<file path="src/rtl/vc_dest_arbiter.sv">
// -----------------------------------------------------------------------------
// vc_dest_arbiter
//
// Purpose:
//   Schedules words from two virtual-channel FIFOs (VC0, VC1) into two
//   destination FIFOs (D0, D1). At most one VC head word is granted per cycle.
//   The grant pops the VC FIFO combinationally. One cycle later the word is
//   pushed, unmodified, into the destination chosen by bit BW-2 of the word
//   (0 = D0, 1 = D1). VC sharing is weighted round-robin. A VC whose head word
//   targets an almost-full destination is not eligible for a grant.
//
// Ports:
//   clk             system clock
//   reset           synchronous reset, active-high
//   enable          arbitration enable
//   weight_vc0/1    maximum consecutive grants while the other VC is eligible
//                   (a weight of 0 is treated as 1)
//   vc0/1_empty     VC FIFO empty flags
//   vc0/1_data      VC FIFO head words (show-ahead)
//   d0/1_almost_full destination high-threshold flags
//   vc0/1_rd        VC pop strobes (combinational)
//   d0/1_wr         destination push strobes (registered)
//   d_data_out      word pushed to D0/D1 (registered)
//   arb_idle        registered; 1 when no grant was issued in the previous cycle
//
// Optional feature (macro ARB_STATS_EN):
//   Adds the 8-bit saturating counters gnt_cnt_vc0, gnt_cnt_vc1 (grants per VC)
//   and stall_cnt (cycles with a non-empty VC but no grant).
// -----------------------------------------------------------------------------
module vc_dest_arbiter #(
  parameter int BW       = 6,
  parameter int WEIGHT_W = 4
) (
  input  logic                clk,
  input  logic                reset,
  input  logic                enable,
  input  logic [WEIGHT_W-1:0] weight_vc0,
  input  logic [WEIGHT_W-1:0] weight_vc1,
  input  logic                vc0_empty,
  input  logic                vc1_empty,
  input  logic [BW-1:0]       vc0_data,
  input  logic [BW-1:0]       vc1_data,
  input  logic                d0_almost_full,
  input  logic                d1_almost_full,
  output logic                vc0_rd,
  output logic                vc1_rd,
  output logic                d0_wr,
  output logic                d1_wr,
  output logic [BW-1:0]       d_data_out,
  output logic                arb_idle
`ifdef ARB_STATS_EN
  ,
  output logic [7:0]          gnt_cnt_vc0,
  output logic [7:0]          gnt_cnt_vc1,
  output logic [7:0]          stall_cnt
`endif
);

  typedef enum logic [1:0] {
    IDLE      = 2'd0,
    SERVE_VC0 = 2'd1,
    SERVE_VC1 = 2'd2
  } state_t;

  localparam logic [WEIGHT_W-1:0] CNT_ONE = WEIGHT_W'(1);
  localparam logic [WEIGHT_W-1:0] CNT_MAX = {WEIGHT_W{1'b1}};

  state_t              state, state_nxt;
  logic [WEIGHT_W-1:0] burst_cnt, burst_cnt_nxt, burst_cnt_inc;
  logic                last_owner;  // 0 = VC0, 1 = VC1
  logic [WEIGHT_W-1:0] w0, w1;
  logic                elig0, elig1;
  logic                gnt0, gnt1;
  logic [BW-1:0]       gnt_data;

  // Effective weights: a zero weight still allows one grant per turn.
  assign w0 = (weight_vc0 == '0) ? CNT_ONE : weight_vc0;
  assign w1 = (weight_vc1 == '0) ? CNT_ONE : weight_vc1;

  // Only the head word is considered: a blocked head stalls its whole VC.
  assign elig0 = enable && !vc0_empty &&
                 !(vc0_data[BW-2] ? d1_almost_full : d0_almost_full);
  assign elig1 = enable && !vc1_empty &&
                 !(vc1_data[BW-2] ? d1_almost_full : d0_almost_full);

  assign burst_cnt_inc = (burst_cnt == CNT_MAX) ? burst_cnt : burst_cnt + CNT_ONE;

  // Grant decision for the current cycle.
  // NOTE: every signal driven here gets a default first, so no path through
  // the case statement can leave one unassigned and infer a latch.
  always_comb begin
    gnt0          = 1'b0;
    gnt1          = 1'b0;
    state_nxt     = IDLE;
    burst_cnt_nxt = '0;
    unique case (state)
      SERVE_VC0: begin
        if (elig0 && (burst_cnt < w0 || !elig1)) begin
          gnt0          = 1'b1;
          state_nxt     = SERVE_VC0;
          burst_cnt_nxt = burst_cnt_inc;
        end else if (elig1) begin
          gnt1          = 1'b1;
          state_nxt     = SERVE_VC1;
          burst_cnt_nxt = CNT_ONE;
        end
      end
      SERVE_VC1: begin
        if (elig1 && (burst_cnt < w1 || !elig0)) begin
          gnt1          = 1'b1;
          state_nxt     = SERVE_VC1;
          burst_cnt_nxt = burst_cnt_inc;
        end else if (elig0) begin
          gnt0          = 1'b1;
          state_nxt     = SERVE_VC0;
          burst_cnt_nxt = CNT_ONE;
        end
      end
      default: begin
        // From IDLE the VC that did not own the last grant wins a tie.
        if (elig0 && (!elig1 || last_owner)) begin
          gnt0          = 1'b1;
          state_nxt     = SERVE_VC0;
          burst_cnt_nxt = CNT_ONE;
        end else if (elig1) begin
          gnt1          = 1'b1;
          state_nxt     = SERVE_VC1;
          burst_cnt_nxt = CNT_ONE;
        end
      end
    endcase
  end

  // Pops are suppressed while reset is held so no word is lost from a VC.
  assign vc0_rd   = gnt0 && !reset;
  assign vc1_rd   = gnt1 && !reset;
  assign gnt_data = gnt1 ? vc1_data : vc0_data;

  // NOTE: sequential state uses non-blocking assignments so every register
  // samples the pre-edge values regardless of statement order.
  always_ff @(posedge clk) begin
    if (reset) begin
      state      <= IDLE;
      burst_cnt  <= '0;
      last_owner <= 1'b1;
      d0_wr      <= 1'b0;
      d1_wr      <= 1'b0;
      d_data_out <= '0;
      arb_idle   <= 1'b1;
    end else begin
      state     <= state_nxt;
      burst_cnt <= burst_cnt_nxt;
      arb_idle  <= !(gnt0 || gnt1);
      d0_wr     <= (gnt0 || gnt1) && !gnt_data[BW-2];
      d1_wr     <= (gnt0 || gnt1) &&  gnt_data[BW-2];
      if (gnt0 || gnt1) begin
        d_data_out <= gnt_data;
        last_owner <= gnt1;
      end
    end
  end

`ifdef ARB_STATS_EN
  function automatic logic [7:0] sat_inc(input logic [7:0] v);
    return (v == 8'hFF) ? v : v + 8'd1;
  endfunction

  always_ff @(posedge clk) begin
    if (reset) begin
      gnt_cnt_vc0 <= '0;
      gnt_cnt_vc1 <= '0;
      stall_cnt   <= '0;
    end else begin
      if (gnt0) gnt_cnt_vc0 <= sat_inc(gnt_cnt_vc0);
      if (gnt1) gnt_cnt_vc1 <= sat_inc(gnt_cnt_vc1);
      if ((!vc0_empty || !vc1_empty) && !gnt0 && !gnt1)
        stall_cnt <= sat_inc(stall_cnt);
    end
  end
`endif

endmodule

</file>
<file path="config.mk">
export PLATFORM = sky130hd
export DESIGN_NAME = vc_dest_arbiter
export DESIGN_NICKNAME = d
export VERILOG_FILES = /design/src/rtl/vc_dest_arbiter.sv
export SDC_FILE = /design/constraint.sdc
export NUM_CORES = 1
export LEC_CHECK = 0
export CAP_MARGIN = 15
export CORE_AREA = 2 2 54 81
export CTS_CLUSTER_SIZE = 40
export DETAILED_ROUTE_END_ITERATION = 10
export DIE_AREA = 0 0 56 83
export GPL_ROUTABILITY_DRIVEN = 1
export GPL_TIMING_DRIVEN = 0
export PLACE_DENSITY = 0.59
export SETUP_SLACK_MARGIN = 0.02
export SLEW_MARGIN = 20
export SYNTH_ARGS = -nofsm -noshare
export SYNTH_HDL_FRONTEND = slang
export SYNTH_SLANG_ARGS = --single-unit
</file>
<file path="constraint.sdc">
create_clock -name clk -period 3 [get_ports clk]
set_clock_uncertainty 0.2 [all_clocks]
set_input_delay 0.75 -clock clk [delete_from_list [all_inputs] [get_ports clk]]
set_output_delay 0.75 -clock clk [all_outputs]
set_load 0.02 [all_outputs]
</file>
[Yosys cells after proc, flatten, opt, wreduce, memory -nomap -nowiden]
Cells that the tools add are included.
Word-level totals
  bits of input ports: 27
  memories: 0
  register bits after elaboration: 16
  bits in read-only memories: 0
  RAM bits: 0
  output and inout port bits: 11
  latch bits: 0
Cells by class
  shifts and indexed selects: 0
  div/mod/pow operators: 0
  $add $sub $neg: 1
  reductions and logical operators: 26
  multiply operators: 0
  bitwise gates (word level): 0
  multiplexer cells: 28
  equality and inequality tests: 3
  $lt $le $gt $ge: 2
Operators with widths (count)
  4-bit two-way mux: 5
  1-bit two-way mux: 14
  1-bit logical AND: 11
  1-bit zero test: 9
  4-bit zero test: 2
  4-bit less-than comparator: 2
  2-bit two-way mux: 4
  4-bit case mux with 2 select lines: 1
  6-bit two-way mux: 1
  4-bit by 1-bit adder with 4-bit output, second input constant: 1
  4-bit equality test, second input constant: 1
  1-bit logical OR: 4
  1-bit case mux with 2 select lines: 2
  2-bit case mux with 2 select lines: 1
  2-bit by 1-bit equality test with 1-bit output, second input constant: 1
  2-bit equality test, second input constant: 1

[Longest topological paths before layout]
Gate-level depths: netlist of run 1.
  depth after elaboration: 11
  gate-level depth with buffers: 9

[Least setup slack after synthesis of run 1]
Ideal clock, no wire load.
  kind: input to output
  start point: input port enable
  end point: output port vc1_rd
  path buffers: 1
  data arrival time: 2345 ps
  setup slack: -295 ps
  cell stages on the path: 6
  data required time: 2050 ps
  cell sequence: or2b_2 -> or2_4 -> o311a_4 -> o31ai_4 -> buf_6 -> nor2_1
Between the ends
  word-level cells in the longest chain between the ends: 8
  elaborated cells on any way between the ends: 18
  those cells by class: mux (5); reduce/logical (13)
RTL lines
  start: declaration: RTL line 36  | input logic enable,
  1-bit logical AND (on tied branches) (2 in a row): RTL line 83, 81
  1-bit zero test (on tied branches): RTL line 98, 121, 109
  1-bit logical OR (on tied branches): RTL line 121, 109, 98
  1-bit logical AND (on tied branches): RTL line 121, 109, 98
  1-bit two-way mux (on tied branches): RTL line 121, 109, 98
  1-bit case mux with 2 select lines (*): RTL line 96  | unique case (state)
  1-bit logical AND (*): RTL line 136  | assign vc1_rd = gnt1 && !reset;
  end: declaration: RTL line 46  | output logic vc1_rd,
Every way passes the cells marked *; elsewhere a longest branch is shown, timed or not.

[Worst setup path after layout of run 1]
  start point: input port weight_vc1[2]
  end point: output port vc0_rd
Between the ends
  word-level cells in the longest chain between the ends: 8
RTL lines
  start: declaration: RTL line 38  | input logic [WEIGHT_W-1:0] weight_vc1,
  4-bit zero test: RTL line 78  | assign w1 = (weight_vc1 == '0) ? CNT_ONE : weight_vc1;
  4-bit two-way mux (*): RTL line 78
  4-bit less-than comparator (*): RTL line 109  | if (elig1 && (burst_cnt < w1 || !elig0)) begin
  1-bit logical OR (*): RTL line 109
  1-bit logical AND (*): RTL line 109
  1-bit two-way mux (*): RTL line 109
  1-bit case mux with 2 select lines (*): RTL line 96
  1-bit logical AND (*): RTL line 135  | assign vc0_rd = gnt0 && !reset;
  end: declaration: RTL line 45  | output logic vc0_rd,
Marked as above.

==> qor.txt, run 1 <==
Clk slew on worst S/H paths - 60 ps
Fillers - 404
First-pass GRT wire length - 5.720 mm
IO buf count - 37
CP arrival - 2330 ps
Antenna violations before repair - 0
GPL Wtd Cong - 0.8654
Hold Startpoint - last_owner
Worst Path Max Fanout - 2
Diode count - 0
I/O pin count - 38
Worst Setup End Kind - output pin
Top FF cell, synth - dfxtp_1
Tot GR Track Use - 0.1483
CTS max path bufs - 2
DP Cell Count - 211
Yosys reg bits - 16
Post-Syn Nets - 165
Sink Count - 16
Nets - 218
EDFF count, synth - 0
Vias per inst - 5.235
First DRT Iteration DRCs - 39
Final period utilization - 1.094
Cell variety after synth - 42
CTS tree - done
Cell Area, Synth - 1141 sq um
Area growth, synth to finish - 61.62%
RSZ-0062 raised after global routing - true
Fmax - 304.7 MHz
Fin worst setup slack - -281.8 ps
Post-Layout Cell Count - 226
Number of cell rows - 28
Hold Violations, Final - 0
Root Buffer - clkbuf_8
Cells on worst reg2reg path - 9
Clock power frac - 0.285
Power per cell area - 369.2 nW/um^2
Slew @ Worst Pin - 611.5 ps
Combinational share of power - 0.355
Reg-to-reg setup timing slack - 430 ps
Fin. max-slew vios - 0
Overflow after GRT - 0
Post-DP HPWL - 2.465 mm
Internal Power - 475.0 uW
WL final - 3.391 mm
Data required, critical path - 2050 ps
Slew margin rel. - 0.5923
Worst-skew pair later-pin latency - 250 ps
Ys Warns - 0
Vias - 1183
CP endpoint - vc0_rd
Core ar. - 3924 sq um
Status - finished with violations
Sequential area share after synthesis - 0.2807
Largest net degree at the start of global routing - 11
Die W - 56 um
Die ar. - 4648 sq um
HP Class - reg2reg
First-pass iteration count of the detailed router - 6
MaxCap Viol Count - 0
Pleak - 0.0007638 uW
Setup CP Type - in2out
Chip Height - 83 um
Initial Util - 0.2908
TNS Setup - -514.0 ps
Post-DRT Antenna Nets - 0
CTS H-tree depth - 1
Synthesized instance count - 129
Final setup fails - 2
Vias in the first global route - 1257
Async SR Flop Fraction - 0
Tmin final - 3282 ps
Share of layout cells above drive strength 1 - 0.3425
Residual DRC - 0
DR WL/cell - 15.00 um
Sw frac - 0.3024
Multi-input gate area - 912.1 sq um
Flop pwr share - 0.360
Register area - 320.3 sq um
CP startpoint - weight_vc1[2]
FF-to-FF End - d_data_out[4]
Failing checks - setup timing
Reg-to-Reg Start - burst_cnt[0]
Critical Path Start Type - input pin
CTS buffer count - 3
Max VDD drop - 0.0002566 V
Syn Area/Cell - 8.846 sq um
NetSw - 205.9 uW
-- cell type report --
cell class | count | share of cell area
multi-input combinational | 99 | 0.4946
timing repair buffer | 49 | 0.2354
sequential | 16 | 0.1737
tap | 45 | 0.03053
clock buffer | 4 | 0.02985
inverter | 10 | 0.02035
buffer | 3 | 0.01560
-- power by group through the flow --
| stage | Sequential (uW) | Combinational [uW] | Clock, uW |
|---|---|---|---|
| finish | 245 | 242 | 194 |
| global route | 248 | 259 | 207 |
| CTS | 245 | 240 | 198 |
| detailed placement | 249 | 210 | 0 |
| global placement | 248 | 207 | 0 |
| floorplan | 266 | 98.7 | 0 |
-- synth_stat cells, drive strengths merged (2+ instances only) --
cell | instances | area share
o311ai | 3 | 0.030
nor2 | 18 | 0.059
ha | 9 | 0.099
a31oi | 4 | 0.022
nor3 | 2 | 0.0088
o21a | 2 | 0.013
inv | 10 | 0.033
nand2 | 6 | 0.020
nand3 | 6 | 0.026
or4 | 2 | 0.013
a21oi | 3 | 0.013
or2b | 2 | 0.015
and2 | 4 | 0.023
nand2b | 2 | 0.011
buf | 2 | 0.020
mux2i | 8 | 0.070
o211ai | 2 | 0.013
a311oi | 2 | 0.021
a211oi | 7 | 0.050
clkbuf | 2 | 0.015
o31ai | 2 | 0.025
dfxtp | 16 | 0.28
a211o | 2 | 0.015
-- kinds of logic after synthesis --
logic type,Yosys count,synth area share
xor gates and xnor gates,1,0.007677
adders and majority gates,9,0.09869
and+or+nand+nor,48,0.2138
DFF,16,0.2807
AOI/OAI and AO/OA,32,0.2478
muxes,9,0.08333
buffers and inverters,14,0.06798
-- flip-flops by register name, summed over array words and instances, names as in the netlist --
register,flops
d_data_out,6
burst_cnt,4
state,2
d0_wr,1
last_owner,1
arb_idle,1
d1_wr,1
-- placed cells by master, fill, tap and decap left out, types with 3 or more instances in the layout --
cell / netlist / routed
clkdlybuf4s50_1: 0 / 21
buf_4: 0 / 12
ha_4: 0 / 4
a211oi_1: 6 / 6
ha_1: 9 / 5
buf_2: 0 / 5
nand2_1: 6 / 5
mux2i_1: 8 / 7
inv_1: 10 / 7
dfxtp_1: 16 / 16
clkbuf_8: 1 / 5
nor2_1: 18 / 16
nand3_1: 6 / 6
inv_2: 0 / 3
buf_6: 2 / 6
-- per-stage QoR --
stage | util | hold slack, ps | setup WS, ps | area (sq um) | power (uW)
floorplan | - | 285.2 | -207.2 | 1167 | 365.0
global placement | 0.4063 | 318.6 | -1524 | 1594 | 454.9
detailed placement | 0.4063 | 330.7 | -1532 | 1594 | 459.3
CTS | 0.4688 | 343.3 | -338.9 | 1839 | 683.8
global route | 0.4700 | 383.1 | -325.4 | 1844 | 713.9
finish | 0.4700 | 335.1 | -281.8 | 1844 | 680.9
-- worst max-delay path, stage by stage --
cell	delay, ps
buf_6	90
or4_4	530
and3_4	170
a311oi_4	360
o311ai_4	130
and2_4	170
buf_6	120
-- how the worst min path moves through the flow --
stage | cells after the start | slack, ps | end
detailed placement | 2 | 330 | last_owner
global route | 2 | 380 | d_data_out[1]
global placement | 2 | 320 | last_owner
finish | 2 | 340 | last_owner
CTS | 2 | 340 | last_owner
floorplan | 2 | 290 | last_owner
-- per-layer routing --
metal | wire [um] | track usage | part of all wire | vias to the layer above
li1 | - | - | - | 578
met1 | 1433 | 0.1736 | 0.42 | 552
met2 | 1744 | 0.2663 | 0.51 | 45
met3 | 162 | 0.02336 | 0.048 | 8
met4 | 51 | 0.05195 | 0.015 | 0
met5 | 0 | 0 | 0 | -
-- what timing repair did --
| item | 4_1_cts | 5_1_grt |
|---|---|---|
| endpoints found under the hold margin | 0 | 0 |
| setup buffers | 9 | 3 |
| endpoints found under the setup margin | 13 | 2 |
| pin swaps | 15 | 8 |
| gates resized for setup | 81 | 7 |
| hold buffers | 0 | 0 |
(Power assumes the default switching activity.)
==> inputs of run 2 (changes only) <==
--- a/config.mk
+++ b/config.mk
@@ -12,6 +12,7 @@
 export DIE_AREA = 0 0 56 83
 export GPL_ROUTABILITY_DRIVEN = 1
 export GPL_TIMING_DRIVEN = 0
+export MAX_ROUTING_LAYER = met4
 export PLACE_DENSITY = 0.59
 export SETUP_SLACK_MARGIN = 0.02
 export SLEW_MARGIN = 20
==> run 2 against run 1 <==
Against the previous run:
- sequential power barely moved
- first-iteration DRC count shrank 77%
- combinational power hardly changed
- count of clock-buffer cells in the layout unchanged
- largest cell class unchanged
- flip-flop and latch count did not move
- non-clock buffer count up 5
- critical endpoint unchanged
- register-to-register slack is essentially flat
- cell count is 2.2% higher
- the flow still finishes with violations (setup timing)
- worst hold slack lost 0.99 ps
- total power fell by 0.26%
==> qor.txt, run 2 (same netlist as run 1, synthesis figures left out) <==
Worst-skew pair later-pin latency - 250 ps (about the same)
Nets - 223 (+2.3%)
MaxCap Viol Count - 0 (unchanged)
Final period utilization - 1.101 (+0.007575)
Max stage delay on crit path - 530 ps (about the same)
Commonest non-fill, non-tap cell in the layout - clkdlybuf4s50_1
RSZ-0062 raised after global routing - true
Critical Path Start Type - input pin
Biggest regs - d_data_out (6), burst_cnt (4), state (2)
Dpl cell area - 1594 sq um (unchanged)
Root Buffer - clkbuf_8
Core ar. - 3924 sq um (unchanged)
Failing checks - setup timing
Clk slew on worst S/H paths - 60 ps (about the same)
Vias - 1184 (+0.085%)
Post-DRT Antenna Nets - 0 (unchanged)
IO buf count - 37 (unchanged)
Pleak - 0.0007863 uW (+2.9%)
CTS max path bufs - 2 (unchanged)
HP Class - reg2reg
Register with the most flip-flops - d_data_out
FF-to-FF End - d_data_out[3]
Critical Path Most Common Cell - buf_6
First-pass iteration count of the detailed router - 4 (-2)
Hold Violations, Final - 0 (unchanged)
Reg-to-Reg Start - burst_cnt[3]
Slew @ Worst Pin - 561.7 ps (-49.87 ps)
Largest net degree at the start of global routing - 11 (unchanged)
Tot GR Track Use - 0.1559 (+0.007633)
Commonest non-fill, non-tap cells in the layout - 21 x clkdlybuf4s50_1, 17 x buf_4, 16 x nor2_1, 16 x dfxtp_1
Residual DRC - 0 (unchanged)
Worst-path cell chain - buf_6 > or4_4 > and3_4 > a311oi_2 > buf_4 > o311ai_4 > and2_4 > buf_6
Tmin final - 3304 ps (+22.72 ps)
Worst Setup End Kind - output pin
Chip Height - 83 um (unchanged)
Number of cell rows - 28 (unchanged)
DR WL/cell - 14.19 um (-5.5%)
CTS buffer count - 3 (unchanged)
First DRT Iteration DRCs - 9 (-77%)
Die W - 56 um (unchanged)
CTS tree - done
Slew margin rel. - 0.6256 (+0.03325)
CP arrival - 2350 ps (+20 ps)
Overflow after GRT - 0 (unchanged)
Worst Hold Path EP - last_owner
Area growth, synth to finish - 62.72%
Finished Core Util - 0.4732 (+0.003188)
Sink Count - 16 (unchanged)
Hold Startpoint - last_owner
CTS H-tree depth - 1 (unchanged)
Die ar. - 4648 sq um (unchanged)
Vias in the first global route - 1298 (+3.3%)
Data required, critical path - 2050 ps (about the same)
Slowest cell on the critical path - or4_4
Power per cell area - 365.8 nW/um^2 (-0.93%)
GPL Wtd Cong - 0.8585 (-0.80%)
Post-DP HPWL - 2.413 mm (-2.1%)
WL final - 3.277 mm (-3.4%)
Setup CP Type - in2out
Diode count - 0 (unchanged)
I/O pin count - 38 (unchanged)
Cells on worst reg2reg path - 9 (unchanged)
Fmax - 302.6 MHz (-0.69%)
Share of layout cells above drive strength 1 - 0.3656 (+0.02305)
Final setup fails - 2 (unchanged)
Post-route cell area - 1857 sq um (+0.68%)
Fin worst setup slack - -304.5 ps (-22.72 ps)
Reg-to-reg setup timing slack - 440 ps (about the same)
First-pass GRT wire length - 5.789 mm (+1.2%)
Initial Util - 0.2908 (unchanged)
Fin. max-slew vios - 0 (unchanged)
Vias per inst - 5.126 (-2.1%)
Max VDD drop - 0.0002978 V (+16%)
Hold Path Depth - 2 (unchanged)
Antenna violations before repair - 0 (unchanged)
Max FFs per register - 6 (unchanged)
Worst Path Max Fanout - 3 (+1)
CTS Hold Bufs - 0 (unchanged)
Status - finished with violations
==> run 2: cell count changes in the layout (fill, tap and decap cells not counted) <==
cell             change
buf_4                +5
a311oi_2             +1
a311oi_4             -1
a31oi_2              +1
a31oi_4              -1
clkbuf_2             +1
clkdlybuf4s15_1      -1
==> run 2: layer usage <==
| layer | track usage | wire, um | vias to the layer above |
|---|---|---|---|
| li1 | - | - | 587 |
| met4 | 0.05411 | 44 | 0 |
| met3 | 0.02492 | 132 | 5 |
| met1 | 0.1776 | 1330 | 556 |
| met5 | - | 0 | - |
| met2 | 0.2717 | 1769 | 36 |
==> run 2: worst max path at each step <==
stage / from / end / slack (ps) / depth (start not counted)
floorplan: vc0_data[4] / vc1_rd / -210 / 6
global placement: vc0_data[4] / vc1_rd / -1520 / 8
detailed placement: vc0_data[4] / vc1_rd / -1530 / 8
CTS: weight_vc1[2] / vc0_rd / -370 / 9
global route: weight_vc1[3] / vc0_rd / -360 / 8
finish: weight_vc1[3] / vc0_rd / -300 / 8
==> run 2: what timing repair did <==
item                       4_1_cts  5_1_grt
setup endpoints to repair       13        2
setup buffers                   14        3
resized for setup               77       10
pin swaps                       12       10
==> run 2: critical path, delay by kind of cell <==
kind | cells | cell delay (ps)
and+or+nand+nor | 3 | 890
AOI/OAI and AO/OA | 2 | 330
buffers and inverters | 3 | 380
==> run 2: area by class of cell <==
class                           count  area, sq um
Timing Repair Buffer               54        466.7
Multi-Input combinational cell     99        892.1
Sequential cell                    16        320.3
Fill cell                         396         2067
Clock buffer                        4        55.05
Inverter                           10        37.54
Buffer                              3        28.78
Tap cell                           45        56.30
==> run 2: through the flow <==
stage | setup slack (ps) | TNS, ps | hold slack, ps | power (uW) | std cells
floorplan | -207.2 | -355.8 | 285.2 | 365.0 | 129
global placement | -1517 | -7408 | 316.4 | 454.7 | 211
detailed placement | -1528 | -7777 | 321.9 | 458.3 | 211
CTS | -365.1 | -685.1 | 334.5 | 680.8 | 229
global route | -355.4 | -628.5 | 384.5 | 716.6 | 231
finish | -304.5 | -546.9 | 334.1 | 679.2 | 231
==> run 2: power breakdown <==
group | leakage, uW | switching [uW] | internal, uW
logic | 0.000627 | 114 | 131
clock network | 0.0000288 | 74.1 | 116
registers | 0.000131 | 11.8 | 233
==> inputs of run 3 (changes only) <==
--- a/config.mk
+++ b/config.mk
@@ -5,15 +5,16 @@
 export SDC_FILE = /design/constraint.sdc
 export NUM_CORES = 1
 export LEC_CHECK = 0
+export ABC_AREA = 1
 export CAP_MARGIN = 15
-export CORE_AREA = 2 2 54 81
+export CORE_AREA = 2 2 53 80
 export CTS_CLUSTER_SIZE = 40
 export DETAILED_ROUTE_END_ITERATION = 10
-export DIE_AREA = 0 0 56 83
+export DIE_AREA = 0 0 55 82
 export GPL_ROUTABILITY_DRIVEN = 1
 export GPL_TIMING_DRIVEN = 0
 export MAX_ROUTING_LAYER = met4
-export PLACE_DENSITY = 0.59
+export PLACE_DENSITY = 0.6
 export SETUP_SLACK_MARGIN = 0.02
 export SLEW_MARGIN = 20
 export SYNTH_ARGS = -nofsm -noshare
==> run 3 against run 2 <==
Against the previous run:
- the run now ends clean
- combinational power grew to 3.4 times the previous value
- critical endpoint is now vc1_rd
- fmax increased by 14%
- register-to-register slack worse by 30 ps
- flip-flop and latch count stayed put
- synthesized cell count increased by 29%
- area after synthesis is 1.9% lower
- total power up 94%
- core utilization grew 0.73 points
- largest power group is now combinational logic
- critical path depth is 3 higher
- worst setup slack better by 400 ps
==> qor.txt, run 3 <==
Vias in the first global route - 1164 (-10%)
Residual DRC - 0 (unchanged)
Chip Height - 82 um (-1.2%)
Slew margin rel. - 0.7387 (+0.1131)
Post-Syn Nets - 203 (+23%)
Root Buffer - clkbuf_8
Biggest regs - d_data_out (6), burst_cnt (4), state (2)
DR WL/cell - 10.23 um (-28%)
Cell Area, Synth - 1120 sq um (-1.9%)
Worst-skew pair later-pin latency - 240 ps (about the same)
Syn Area/Cell - 6.706 sq um (-24%)
Async SR Flop Fraction - 0 (unchanged)
HP Class - reg2reg
Largest net degree at the start of global routing - 12 (+1)
Slew @ Worst Pin - 389.0 ps (-172.6 ps)
Ys Warns - 0 (unchanged)
Antenna violations before repair - 0 (unchanged)
Commonest non-fill, non-tap cells in the layout - 38 x nand2_1, 21 x nor2_1, 20 x clkdlybuf4s50_1
CP arrival - 1960 ps (-390 ps)
Sequential area share after synthesis - 0.2860 (+0.005332)
Critical Path Start Type - input pin
Die W - 55 um (-1.8%)
Setup WS pre-CTS - -966.7 ps (+561.7 ps)
Vias per inst - 4.341 (-15%)
Final period utilization - 0.9689 (-0.1326)
Post-route cell area - 1852 sq um (-0.27%)
Number of cell rows - 28 (unchanged)
Post-DRT Antenna Nets - 0 (unchanged)
Final setup fails - 0 (-2)
Overflow after GRT - 0 (unchanged)
Synthesized instance count - 167 (+29%)
Fillers - 402 (+1.5%)
Tmin final - 2907 ps (-397.7 ps)
Finished Core Util - 0.4805 (+0.007305)
Fin worst setup slack - 93.22 ps (+397.7 ps)
Data required, critical path - 2050 ps (about the same)
Post-DP HPWL - 1.884 mm (-22%)
Initial Util - 0.2906 (about the same)
GPL Wtd Cong - 0.7923 (-7.7%)
Most common cell in the synthesized netlist - nand2_1
Fmax - 344.0 MHz (+14%)
Power per cell area - 712.6 nW/um^2 (+95%)
Vias - 1172 (-1.0%)
Share of layout cells above drive strength 1 - 0.3600 (-0.005591)
I/O pin count - 38 (unchanged)
CTS H-tree depth - 1 (unchanged)
Sink Count - 16 (unchanged)
RSZ-0062 raised after global routing - true
Yosys reg bits - 16 (unchanged)
Dpl cell area - 1546 sq um (-3.0%)
TNS Setup - 0 ps (+546.9 ps)
Status - finished, final reports clean
CTS Hold Bufs - 0 (unchanged)
Top-area cell type share of the netlist area - 0.2860 (+0.005332)
IO buf count - 37 (unchanged)
Hold Violations, Final - 0 (unchanged)
MaxCap Viol Count - 0 (unchanged)
Register with the most flip-flops - d_data_out
First-pass GRT wire length - 4.471 mm (-23%)
Fin. max-slew vios - 0 (unchanged)
First-pass iteration count of the detailed router - 4 (unchanged)
Top cells by count, synth - 48 x nand2_1, 28 x inv_1, 24 x nor2_1
Worst Setup End Kind - output pin
Tot GR Track Use - 0.1340 (-0.02191)
Max VDD drop - 0.0004190 V (+41%)
Cell variety after synth - 24 (-43%)
EDFF count, synth - 0 (unchanged)
WL final - 2.761 mm (-16%)
Die ar. - 4510 sq um (-3.0%)
Diode count - 0 (unchanged)
Largest cells by area after synthesis - dfxtp_1 29%, nand2_1 16%, ha_1 10%, inv_1 9.4%, nor2_1 8.0%
Core ar. - 3854 sq um (-1.8%)
Pleak - 0.0009152 uW (+16%)
Post-synth top area cell - dfxtp_1
Nets - 262 (+17%)
Top FF cell, synth - dfxtp_1
First DRT Iteration DRCs - 1 (-8)
Clk slew on worst S/H paths - 60 ps (about the same)
Worst Path Max Fanout - 5 (+2)
CTS tree - done
Commonest non-fill, non-tap cell in the layout - nand2_1
CTS max path bufs - 2 (unchanged)
Max FFs per register - 6 (unchanged)
Setup CP Type - in2out
CTS buffer count - 3 (unchanged)
Area growth, synth to finish - 65.36%
run 3: changes by cell type after synthesis, moves of 5 or more:
cell / previous run / this run
nor2_1: 18 / 24
mux2i_1: 8 / 1
nand2_1: 6 / 48
a211oi_1: 6 / 0
nand3b_1: 0 / 5
inv_1: 10 / 28
run 3: layout make-up:
type	instances	area, sq um	share of cell area
multi-input cells	118	802.0	0.4331
well taps	45	56.30	0.03041
repair buffers	55	480.5	0.2595
flip-flops and latches	16	320.3	0.1730
plain buffers	2	22.52	0.01216
inverters	30	115.1	0.06216
clock buffers	4	55.05	0.02973
run 3: worst paths after layout:
| path | start | to | slack, ps | cells past startpoint |
|---|---|---|---|---|
| max | vc1_empty | vc1_rd | 90 | 11 |
| min | last_owner | last_owner | 260 | 2 |
| max reg2reg | burst_cnt[1] | burst_cnt[0] | 410 | 19 |
| min reg2reg | last_owner | last_owner | 260 | 2 |
run 3: report_power, final:
group | leakage [uW] | internal, uW | switching, uW
logic | 0.000755 | 364 | 458
registers | 0.000132 | 283 | 30.4
clock network | 0.0000288 | 116 | 68.2
total | 0.000915 | 763 | 557
run 3: metrics by stage:
step | total power [uW] | std cells | hold slack, ps
detailed placement | 1070 | 249 | 245.2
CTS | 1310 | 266 | 261.7
global placement | 1070 | 249 | 241.4
finish | 1320 | 270 | 262.7
floorplan | 831.5 | 167 | 229.3
global route | 1437 | 270 | 285.7
run 3: routing by layer:
layer | vias to the layer above | global-route usage | share of wire
met3 | 2 | 0.02182 | 0.040
met4 | 0 | 0.02927 | 0.0022
met5 | - | - | 0
met2 | 30 | 0.2512 | 0.56
met1 | 513 | 0.1408 | 0.40
li1 | 627 | - | -
run 3: kinds of logic after synthesis:
group | Yosys count | synth area share
buf+inv | 33 | 0.1307
compound gates | 6 | 0.02681
flops | 16 | 0.2860
mux | 1 | 0.008939
fa+ha+maj | 9 | 0.1006
simple gates | 99 | 0.4235
xor+xnor | 3 | 0.02347
run 3: worst max-delay path: stages:
cell and delay [ps]:
dlygate4sd2_1 240, nor3_2 190, nand2_2 100, inv_4 100
nand2_2 80, nand2_2 60, nand2_2 70, nand3_4 90
nand2_8 60, nor2_4 80, buf_6 120
run 3: repair_timing:
action | CTS | global route
pin swaps | 31 | 27
setup buffers | 14 | 5
hold endpoints to repair | 0 | 0
endpoints found under the setup margin | 2 | 3
gates resized for setup | 66 | 33
